--- src/rtl/control_pipe_if.sv ---
// Handshake bundle between the IF/ID side (decode inputs, hazard controls, syscall ack)
// and the registered ID/EX control outputs of control_pipe_unit.
interface control_pipe_if #(
    parameter int ALU_OP_W = 4,
    parameter int BV_W     = 3
);
    logic                id_valid;
    logic [5:0]          opcode;
    logic [5:0]          funct;
    logic [4:0]          reg_rt_id;
    logic                stall_in;
    logic                flush_in;
    logic                syscall_ack;

    logic                ex_valid;
    logic                ex_reg_write;
    logic                ex_mem_to_reg;
    logic                ex_mem_write;
    logic                ex_alu_src;
    logic                ex_reg_dest;
    logic [ALU_OP_W-1:0] ex_alu_op;
    logic [BV_W-1:0]     ex_branch_var;
    logic                ex_md_start;
    logic                id_busy;
    logic                syscall_req;

    modport master (
        output id_valid, opcode, funct, reg_rt_id, stall_in, flush_in, syscall_ack,
        input  ex_valid, ex_reg_write, ex_mem_to_reg, ex_mem_write, ex_alu_src,
               ex_reg_dest, ex_alu_op, ex_branch_var, ex_md_start, id_busy, syscall_req
    );

    modport slave (
        input  id_valid, opcode, funct, reg_rt_id, stall_in, flush_in, syscall_ack,
        output ex_valid, ex_reg_write, ex_mem_to_reg, ex_mem_write, ex_alu_src,
               ex_reg_dest, ex_alu_op, ex_branch_var, ex_md_start, id_busy, syscall_req
    );
endinterface

--- src/rtl/control_pipe_unit.sv ---
// Decode-stage control unit: decodes the instruction into a control bundle held in the
// ID/EX register, with stall/flush handling, a MULT/DIV busy window and a SYSCALL drain/request FSM.
module control_pipe_unit #(
    parameter int ALU_OP_W     = 4,
    parameter int BV_W         = 3,
    parameter int MD_LATENCY   = 32,
    parameter int DRAIN_CYCLES = 3
) (
    input  logic          clk,
    input  logic          rst_n,
    control_pipe_if.slave bus
);
    localparam int CNT_MAX = (MD_LATENCY > DRAIN_CYCLES) ? MD_LATENCY : DRAIN_CYCLES;
    localparam int CNT_W   = $clog2(CNT_MAX + 1);

    localparam logic [5:0] OP_SPECIAL = 6'h00, OP_REGIMM = 6'h01, OP_J   = 6'h02,
                           OP_JAL     = 6'h03, OP_BEQ    = 6'h04, OP_BNE = 6'h05,
                           OP_ADDIU   = 6'h09, OP_ORI    = 6'h0D, OP_LUI = 6'h0F,
                           OP_LW      = 6'h23, OP_SB     = 6'h28, OP_SW  = 6'h2B;
    localparam logic [5:0] FN_JR = 6'h08, FN_SYSCALL = 6'h0C;
    localparam logic [4:0] RT_BLTZ = 5'd0;

    localparam logic [ALU_OP_W-1:0] ALU_NOP   = ALU_OP_W'(0), ALU_ADD = ALU_OP_W'(1),
                                    ALU_SUB   = ALU_OP_W'(2), ALU_OR  = ALU_OP_W'(3),
                                    ALU_LUI   = ALU_OP_W'(4), ALU_RTYPE = ALU_OP_W'(5);
    localparam logic [BV_W-1:0] BV_NONE = BV_W'(0), BV_BLTZ = BV_W'(1), BV_J   = BV_W'(2),
                                BV_JAL  = BV_W'(3), BV_JUMP_REG = BV_W'(4),
                                BV_BEQ  = BV_W'(5), BV_BNE = BV_W'(6);

    typedef struct packed {
        logic                reg_write;
        logic                mem_to_reg;
        logic                mem_write;
        logic                alu_src;
        logic                reg_dest;
        logic [ALU_OP_W-1:0] alu_op;
        logic [BV_W-1:0]     branch_var;
    } ctrl_t;

    typedef enum logic [1:0] {S_IDLE, S_MD_BUSY, S_SYS_DRAIN, S_SYS_WAIT} state_t;

    ctrl_t             dec;
    ctrl_t             ex_ctrl;
    logic              is_md;
    logic              is_sys;
    logic              load_fire;
    logic              ex_valid;
    logic              ex_md_start;
    logic              syscall_req;
    state_t            state;
    logic [CNT_W-1:0]  cnt;

    // NOTE: every output of this block gets a default first, so no path can infer a latch.
    always_comb begin
        dec    = '0;
        is_md  = 1'b0;
        is_sys = 1'b0;
        case (bus.opcode)
            OP_SPECIAL: begin
                // SYSCALL travels down the pipe as a valid NOP; the FSM does the real work.
                if (bus.funct == FN_SYSCALL) begin
                    is_sys = 1'b1;
                end else begin
                    dec.reg_dest = 1'b1;
                    dec.alu_op   = ALU_RTYPE;
                    is_md        = (bus.funct[5:2] == 4'b0110);
                    if (bus.funct == FN_JR) dec.branch_var = BV_JUMP_REG;
                    else                    dec.reg_write  = !is_md;
                end
            end
            OP_REGIMM: begin
                if (bus.reg_rt_id == RT_BLTZ) begin
                    dec.branch_var = BV_BLTZ;
                    dec.alu_op     = ALU_SUB;
                end
            end
            OP_J:     dec.branch_var = BV_J;
            OP_JAL: begin
                dec.branch_var = BV_JAL;
                dec.reg_write  = 1'b1;
            end
            OP_BEQ: begin
                dec.branch_var = BV_BEQ;
                dec.alu_op     = ALU_SUB;
            end
            OP_BNE: begin
                dec.branch_var = BV_BNE;
                dec.alu_op     = ALU_SUB;
            end
            OP_ADDIU: begin
                dec.reg_write = 1'b1;
                dec.alu_src   = 1'b1;
                dec.alu_op    = ALU_ADD;
            end
            OP_ORI: begin
                dec.reg_write = 1'b1;
                dec.alu_src   = 1'b1;
                dec.alu_op    = ALU_OR;
            end
            OP_LUI: begin
                dec.reg_write = 1'b1;
                dec.alu_src   = 1'b1;
                dec.alu_op    = ALU_LUI;
            end
            OP_LW: begin
                dec.reg_write  = 1'b1;
                dec.mem_to_reg = 1'b1;
                dec.alu_src    = 1'b1;
                dec.alu_op     = ALU_ADD;
            end
            OP_SW, OP_SB: begin
                dec.mem_write = 1'b1;
                dec.alu_src   = 1'b1;
                dec.alu_op    = ALU_ADD;
            end
            default: dec = '0;
        endcase
    end

    assign bus.id_busy = (state != S_IDLE);
    assign load_fire   = bus.id_valid && !bus.id_busy && !bus.stall_in && !bus.flush_in;

    // NOTE: all state is updated with non-blocking assignments under an asynchronous reset.
    always_ff @(posedge clk or negedge rst_n) begin
        if (!rst_n) begin
            ex_valid    <= 1'b0;
            ex_ctrl     <= '0;
            ex_md_start <= 1'b0;
            syscall_req <= 1'b0;
            state       <= S_IDLE;
            cnt         <= '0;
        end else begin
            if (bus.flush_in) begin
                ex_valid    <= 1'b0;
                ex_ctrl     <= '0;
                ex_md_start <= 1'b0;
            end else if (bus.stall_in) begin
                ex_md_start <= 1'b0;
            end else if (load_fire) begin
                ex_valid    <= 1'b1;
                ex_ctrl     <= dec;
                ex_md_start <= is_md;
            end else begin
                ex_valid    <= 1'b0;
                ex_ctrl     <= '0;
                ex_md_start <= 1'b0;
            end

            // The FSM only leaves IDLE on an accepted load, so flush/stall there squash the op.
            case (state)
                S_IDLE: begin
                    if (load_fire && is_md) begin
                        cnt   <= CNT_W'(MD_LATENCY - 1);
                        state <= S_MD_BUSY;
                    end else if (load_fire && is_sys) begin
                        cnt   <= CNT_W'(DRAIN_CYCLES - 1);
                        state <= S_SYS_DRAIN;
                    end
                end
                S_MD_BUSY: begin
                    if (cnt == '0) state <= S_IDLE;
                    else           cnt   <= cnt - CNT_W'(1);
                end
                S_SYS_DRAIN: begin
                    if (cnt == '0) begin
                        state       <= S_SYS_WAIT;
                        syscall_req <= 1'b1;
                    end else begin
                        cnt <= cnt - CNT_W'(1);
                    end
                end
                S_SYS_WAIT: begin
                    if (bus.syscall_ack) begin
                        syscall_req <= 1'b0;
                        state       <= S_IDLE;
                    end
                end
                default: state <= S_IDLE;
            endcase
        end
    end

    assign bus.ex_valid      = ex_valid;
    assign bus.ex_reg_write  = ex_ctrl.reg_write;
    assign bus.ex_mem_to_reg = ex_ctrl.mem_to_reg;
    assign bus.ex_mem_write  = ex_ctrl.mem_write;
    assign bus.ex_alu_src    = ex_ctrl.alu_src;
    assign bus.ex_reg_dest   = ex_ctrl.reg_dest;
    assign bus.ex_alu_op     = ex_ctrl.alu_op;
    assign bus.ex_branch_var = ex_ctrl.branch_var;
    assign bus.ex_md_start   = ex_md_start;
    assign bus.syscall_req   = syscall_req;
endmodule

--- src/flat_wrapper.sv ---
// flat-port wrapper written by rule: the top's interface ports become plain ports
module control_pipe_unit_flat 
#(
    parameter int ALU_OP_W     = 4,
    parameter int BV_W         = 3,
    parameter int MD_LATENCY   = 32,
    parameter int DRAIN_CYCLES = 3
)
  (clk, rst_n, bus_id_valid, bus_opcode, bus_funct, bus_reg_rt_id, bus_stall_in, bus_flush_in, bus_syscall_ack, bus_ex_valid, bus_ex_reg_write, bus_ex_mem_to_reg, bus_ex_mem_write, bus_ex_alu_src, bus_ex_reg_dest, bus_ex_alu_op, bus_ex_branch_var, bus_ex_md_start, bus_id_busy, bus_syscall_req);
  control_pipe_if #(.ALU_OP_W(ALU_OP_W), .BV_W(BV_W)) bus_i ();
  input  logic clk;
  input  logic rst_n;
  input wire logic [$bits(bus_i.id_valid)-1:0] bus_id_valid;
  input wire logic [$bits(bus_i.opcode)-1:0] bus_opcode;
  input wire logic [$bits(bus_i.funct)-1:0] bus_funct;
  input wire logic [$bits(bus_i.reg_rt_id)-1:0] bus_reg_rt_id;
  input wire logic [$bits(bus_i.stall_in)-1:0] bus_stall_in;
  input wire logic [$bits(bus_i.flush_in)-1:0] bus_flush_in;
  input wire logic [$bits(bus_i.syscall_ack)-1:0] bus_syscall_ack;
  output wire logic [$bits(bus_i.ex_valid)-1:0] bus_ex_valid;
  output wire logic [$bits(bus_i.ex_reg_write)-1:0] bus_ex_reg_write;
  output wire logic [$bits(bus_i.ex_mem_to_reg)-1:0] bus_ex_mem_to_reg;
  output wire logic [$bits(bus_i.ex_mem_write)-1:0] bus_ex_mem_write;
  output wire logic [$bits(bus_i.ex_alu_src)-1:0] bus_ex_alu_src;
  output wire logic [$bits(bus_i.ex_reg_dest)-1:0] bus_ex_reg_dest;
  output wire logic [$bits(bus_i.ex_alu_op)-1:0] bus_ex_alu_op;
  output wire logic [$bits(bus_i.ex_branch_var)-1:0] bus_ex_branch_var;
  output wire logic [$bits(bus_i.ex_md_start)-1:0] bus_ex_md_start;
  output wire logic [$bits(bus_i.id_busy)-1:0] bus_id_busy;
  output wire logic [$bits(bus_i.syscall_req)-1:0] bus_syscall_req;
  assign bus_i.id_valid = bus_id_valid;
  assign bus_i.opcode = bus_opcode;
  assign bus_i.funct = bus_funct;
  assign bus_i.reg_rt_id = bus_reg_rt_id;
  assign bus_i.stall_in = bus_stall_in;
  assign bus_i.flush_in = bus_flush_in;
  assign bus_i.syscall_ack = bus_syscall_ack;
  assign bus_ex_valid = bus_i.ex_valid;
  assign bus_ex_reg_write = bus_i.ex_reg_write;
  assign bus_ex_mem_to_reg = bus_i.ex_mem_to_reg;
  assign bus_ex_mem_write = bus_i.ex_mem_write;
  assign bus_ex_alu_src = bus_i.ex_alu_src;
  assign bus_ex_reg_dest = bus_i.ex_reg_dest;
  assign bus_ex_alu_op = bus_i.ex_alu_op;
  assign bus_ex_branch_var = bus_i.ex_branch_var;
  assign bus_ex_md_start = bus_i.ex_md_start;
  assign bus_id_busy = bus_i.id_busy;
  assign bus_syscall_req = bus_i.syscall_req;
  control_pipe_unit #(.ALU_OP_W(ALU_OP_W), .BV_W(BV_W), .MD_LATENCY(MD_LATENCY), .DRAIN_CYCLES(DRAIN_CYCLES)) u_core (.clk(clk), .rst_n(rst_n), .bus(bus_i));
endmodule
--- config.mk ---
export PLATFORM = sky130hd
export DESIGN_NAME = control_pipe_unit_flat
export DESIGN_NICKNAME = d
export VERILOG_FILES = /design/src/rtl/control_pipe_if.sv /design/src/rtl/control_pipe_unit.sv /design/src/flat_wrapper.sv
export SDC_FILE = /design/constraint.sdc
export NUM_CORES = 1
export LEC_CHECK = 0
export CAP_MARGIN = 20
export CORE_MARGIN = 1.5
export CORE_UTILIZATION = 45
export CTS_BUF_LIST = sky130_fd_sc_hd__clkbuf_8
export DETAILED_ROUTE_END_ITERATION = 10
export PLACE_DENSITY = 0.74
export SYNTH_ARGS = -nofsm -noshare
export SYNTH_HDL_FRONTEND = slang
export SYNTH_SLANG_ARGS = --single-unit
--- constraint.sdc ---
create_clock -name clk -period 3.3 [get_ports clk]
set_input_delay 0.66 -clock clk [delete_from_list [all_inputs] [get_ports clk]]
set_output_delay 0.66 -clock clk [all_outputs]
set_load 0.02 [all_outputs]
Word level (Yosys, flattened, before mapping)
Index checks and enable logic that the tools add are counted.

Register bits after elaboration: 23. Input port bits: 23. Output and inout bits: 16. Logic and storage cells: 99.

Add/subtract/negate cells: 1. Eq/ne operators: 23. Muxes and demuxes: 38. Reductions and logical operators: 25.

Operators by type and width (count): $mux 12 (3); $eq 6x4->1 const B (5); $pmux 4 s6 (1); $eq 6x6->1 const B (3); $mux 1 (18); $mux 6 (3); $pmux 3 s6 (1); $eq 6x2->1 const B (2); $eq 6x3->1 const B (2); $logic_not 6->1 (2); $pmux 6 s2 (1); $mux 2 (5); $mux 8 (1); $pmux 2 s4 (1); $eq 6x1->1 const B (1); $ne 2x1->1 const B (3); $reduce_and 3->1 (2); $reduce_bool 2->1 (3); $reduce_or 2->1 (3); $reduce_or 6->1 (1); $sub 6x1->6 const B (1); $logic_and 1x1->1 (5); $logic_not 5->1 (1); $mux 5 (1); 12 further kinds (18).

Longest topological paths before layout
Word-level depth: 9. Depth in mapped cells: 6. Depth with buffers taken out: 6.

Worst setup path before layout
No wires, ideal clock.

Path kind: input port to flip-flop. Start point: input port bus_opcode[4]. End point: register u_core.state[0]. Setup time: 0.080 ns. Arrival time: 2.079 ns. Required time: 3.220 ns. Setup slack: 1.142 ns. Cell stages on the path: 5. Path buffers: 1. Cell sequence: buf_2 > or4_1 > or4_1 > mux2_2 > mux2i_1.

Word-level cells in the longest chain between the ends: 5. Elaborated cells between the ends (all ways): 9. Classes of those cells: 1 x eq/ne; 4 x mux; 4 x reduce/logical.

RTL lines: start, declared (RTL line flat_wrapper.sv:14) `input wire logic [$bits(bus_i.opcode)-1:0] bus_opcode;`; $logic_not 6->1 * (RTL line control_pipe_unit.sv:58) `case (bus.opcode)`; $mux 1 (RTL line control_pipe_unit.sv:58); $logic_and 1x1->1 (on tied branches) (RTL line control_pipe_unit.sv:155, control_pipe_unit.sv:152); $ne 3x1->1 (no source line) or $mux 2 (tied branches); $reduce_and 4->1 (no source line) or $pmux 2 s4 (tied branches); end signal, assigned (RTL line control_pipe_unit.sv:154) `state <= S_MD_BUSY;`; end signal, assigned (RTL line control_pipe_unit.sv:157) `state <= S_SYS_DRAIN;`; end signal, assigned (RTL line control_pipe_unit.sv:161) `if (cnt == '0) state <= S_IDLE;`; end, declared (RTL line control_pipe_unit.sv:50) `state_t state;`.

Mark *: on every way between the ends. The rest lies on a longest branch, timed or not. A chain may end at the register's enable or synchronous reset.

Worst setup path in the final report
Start point: input port bus_opcode[0]. End point: register u_core.state[1].

The elaborated chain is that of the path after synthesis.

==> summary.md <==
| Metric | Value |
|---|---|
| Post-CTS Setup Repair Bufs | `0` |
| Clk_skew | `just under 0.002 ns` |
| Status | `complete, no violations` |
| Worst-path fanout max | `12` |
| Starting Density | `0.465` |
| Synth warn | `0` |
| Antenna violations before repair | `0` |
| Dpl cells | `248` |
| Worst-skew pair later-pin latency | `around 0.27 ns` |
| Number of antenna-violating nets in the routed design | `0` |
| CTS clock-pin slew for the worst setup and hold paths | `~0.090 ns` |
| Synthesized area | `0.00154 sq mm` |
| First-pass GRT wire length | `around 6900 um` |
| Nets | `approximately 240` |
| Remaining DRCs | `0` |
| Final Setup Violations | `0` |
| Overall Power | `0.00127 W` |
| Final Non-Filler Cells | `about 250` |
| Largest Register | `u_core.cnt` |
| Peak VDD IR | `0.285 mV` |
| Max-cap violations | `0` |
| Critical Path AT | `just under 3 ns` |
| Largest family of logic cells by synthesized area | `compound AO/OA/AOI/OAI gates` |
| Worst Max-Slew Pin Slew | `around 0.86 ns` |
| Post-synth top area cell | `dfrtp_1` |
| Pin count of the biggest net entering global routing | `23` |
| Core area | `0.00331 sq mm` |
| Drt total wl | `4220 um` |
| Number of global-route vias before repair | `about 1500` |
| Fin. Hold Viols | `0` |
| Placer Congestion | `roughly 0.85` |
| Max frequency | `approximately 360 MHz` |
| Most frequent cell after synthesis | `dfrtp_1` |
| Worst path slowest cell | `or4b_1` |
| CTS tree | `yes` |
| WP data required | `3.48 ns` |
| Yosys cell types | `between 40 and 50` |
| Top post-synthesis cells by area | `dfrtp_1, ha_1, a22o_1` |
| Max H-tree Level | `1` |
| Tcrit/Tclk final | `0.831` |
| Crit-path cells | `clkdlybuf4s50_1, or4b_1, o31ai_2, o2111ai_1, mux2i_1` |
| Post-synth EDFFs | `0` |
| Die outline width | `slightly above 60 um` |
| Synth Area in Compound Gates | `0.252` |
| ANT cells | `0` |
| Total gr overflow | `0` |
| Die ar. | `approximately 0.0038 sq mm` |
| Post-Synth XOR/XNOR Area | `0.00569` |
| Final TNS setup | `0 ns` |
| Critical path type | `input port to flop` |
| Synth Flop Type | `dfrtp_1` |
| WL per Instance | `16.8 um` |
| Share of cells above drive strength 1 | `0.0728` |
| CP max stage delay | `0.63 ns` |
| Site Rows | `21` |
| CP endpoint kind | `flop` |
| Min-delay worst type | `flop to flop` |
| Adder-cell area share of the yosys netlist | `0.0650` |
| Ys async rst share | `1.00` |
| Top-area cell type share of the netlist area | `0.358` |
| Net Count, Synth | `200` |
| Synth cell count leaders | `dfrtp_1, nand2_1, a22o_1, inv_1, o21ai_0` |
| Post-synthesis simple-gate area fraction | `0.225` |
| Startpoint types | `input port` |
| Die height | `between 60 and 70 um` |
| # fillers | `approximately 340` |
| LEAKAGE | `0.883 nW` |
| Placement Cell Area | `between 0.0015 and 0.002 sq mm` |
| Tmin final | `2.74 ns` |
| First-pass DRT Iterations | `4` |
| Synth Instances | `between 150 and 200` |
| Clock sink total | `22` |
| Max Slew Vio Count | `0` |
| Longest Clk Path Bufs | `2` |
| Vias per cell | `around 5.8` |
| RSZ-0062 raised after global routing | `false` |
| # resized after CTS | `0` |
| FF+latch count, synth | `22` |
| Final Instance Area | `~0.0020 sq mm` |
| Pwr/cell area | `approximately 620 mW/mm^2` |
| PortBufs | `37` |
| Post-synthesis mux area share | `0.0398` |
| TritonCTS Buffers | `3` |
| Area grow syn2layout | `32.4%` |
| GR Util All Layers | `0.245` |
| Max reg flops | `6` |
| Mean post-synth cell area | `9.11 sq um` |
| Final hold slack | `~0.5 ns` |
| Hpwl dp | `~3200 um` |
| R2R setup slack | `0.86 ns` |
| Iteration-0 DRC Markers | `a little over 100` |
| Slew headroom | `0.425` |
| # IOs | `39` |
| Clk root buf | `clkbuf_8` |
| Sequential area share after synthesis | `0.358` |
| CTS Hold Buffers Added | `0` |
| Vias post-DR | `approximately 1500` |
logic make-up after synthesis:
group,after synthesis
and+or+nand+nor,60
AOI/OAI and AO/OA,51
DFF,22
buffers and inverters,20
adders and majority gates,8
muxes,6
other,1
xor gates and xnor gates,1
per-layer routing:
| layer | global-route usage | part of all wire |
|---|---|---|
| met1 | 0.284 | 0.42 |
| met2 | 0.472 | 0.54 |
| met3 | 0.0273 | 0.033 |
| met4 | 0.0638 | 0.011 |
| met5 | 0 | 0 |
path summary, 6_finish.rpt:
check / end / from / depth (start not counted)
max: u_core.state[1]$_DFFE_PN0P_ / bus_opcode[0] / 5
min: u_core.bus.ex_mem_write$_DFFE_PN0P_ / u_core.bus.ex_mem_write$_DFFE_PN0P_ / 2
max reg2reg: u_core.state[1]$_DFFE_PN0P_ / u_core.state[1]$_DFFE_PN0P_ / 6
min reg2reg: u_core.bus.ex_mem_write$_DFFE_PN0P_ / u_core.bus.ex_mem_write$_DFFE_PN0P_ / 2
max in group asynchronous: u_core.bus.ex_valid$_DFFE_PN0P_ / rst_n / 2
min in group asynchronous: u_core.cnt[1]$_DFFE_PN0P_ / rst_n / 2
critical path: cells and delay by family:
family,cells,cell delay (ns)
mux,1,0.26
buf+inv,1,0.61
compound gates,2,0.76
simple gates,1,0.63
final cells by class:
class,count,area (sq um),share of cell area
Multi-Input combinational cell,127,908,0.446
Sequential cell,22,551,0.270
Timing Repair Buffer,42,408,0.200
Tap cell,46,57.6,0.0283
Clock buffer,3,41.3,0.0203
Inverter,11,41.3,0.0203
Clock inverter,1,30.0,0.0147
report_power, final:
part,total [W],internal (W),switching (W)
sequential,0.000373,0.000323,0.0000503
combinational,0.000639,0.000271,0.000368
clock,0.000259,0.000162,0.0000971
total,0.00127,0.000756,0.000515
placed cells by master (no fill, tap or decap), drive strengths merged, types with 4 or more instances in the layout:
cell type	synthesis	final
nor2	7	7
dfrtp	22	22
nand2b	8	8
a22o	11	11
o21ai	10	10
inv	11	11
nand2	14	14
ha	8	8
nand3	4	4
a31oi	4	4
a21oi	4	4
buf	2	5
nor4	4	4
clkdlybuf4s50	0	37
mux2i	5	5
stage by stage:
stage / setup WS (ns) / util
after floorplan: 1.14 / -
after global placement: 0.446 / 0.594
after detailed placement: 0.313 / 0.594
after CTS: 0.584 / 0.615
after global routing: 0.419 / 0.615
final: 0.557 / 0.615
Power figures use the tool's default switching activity.
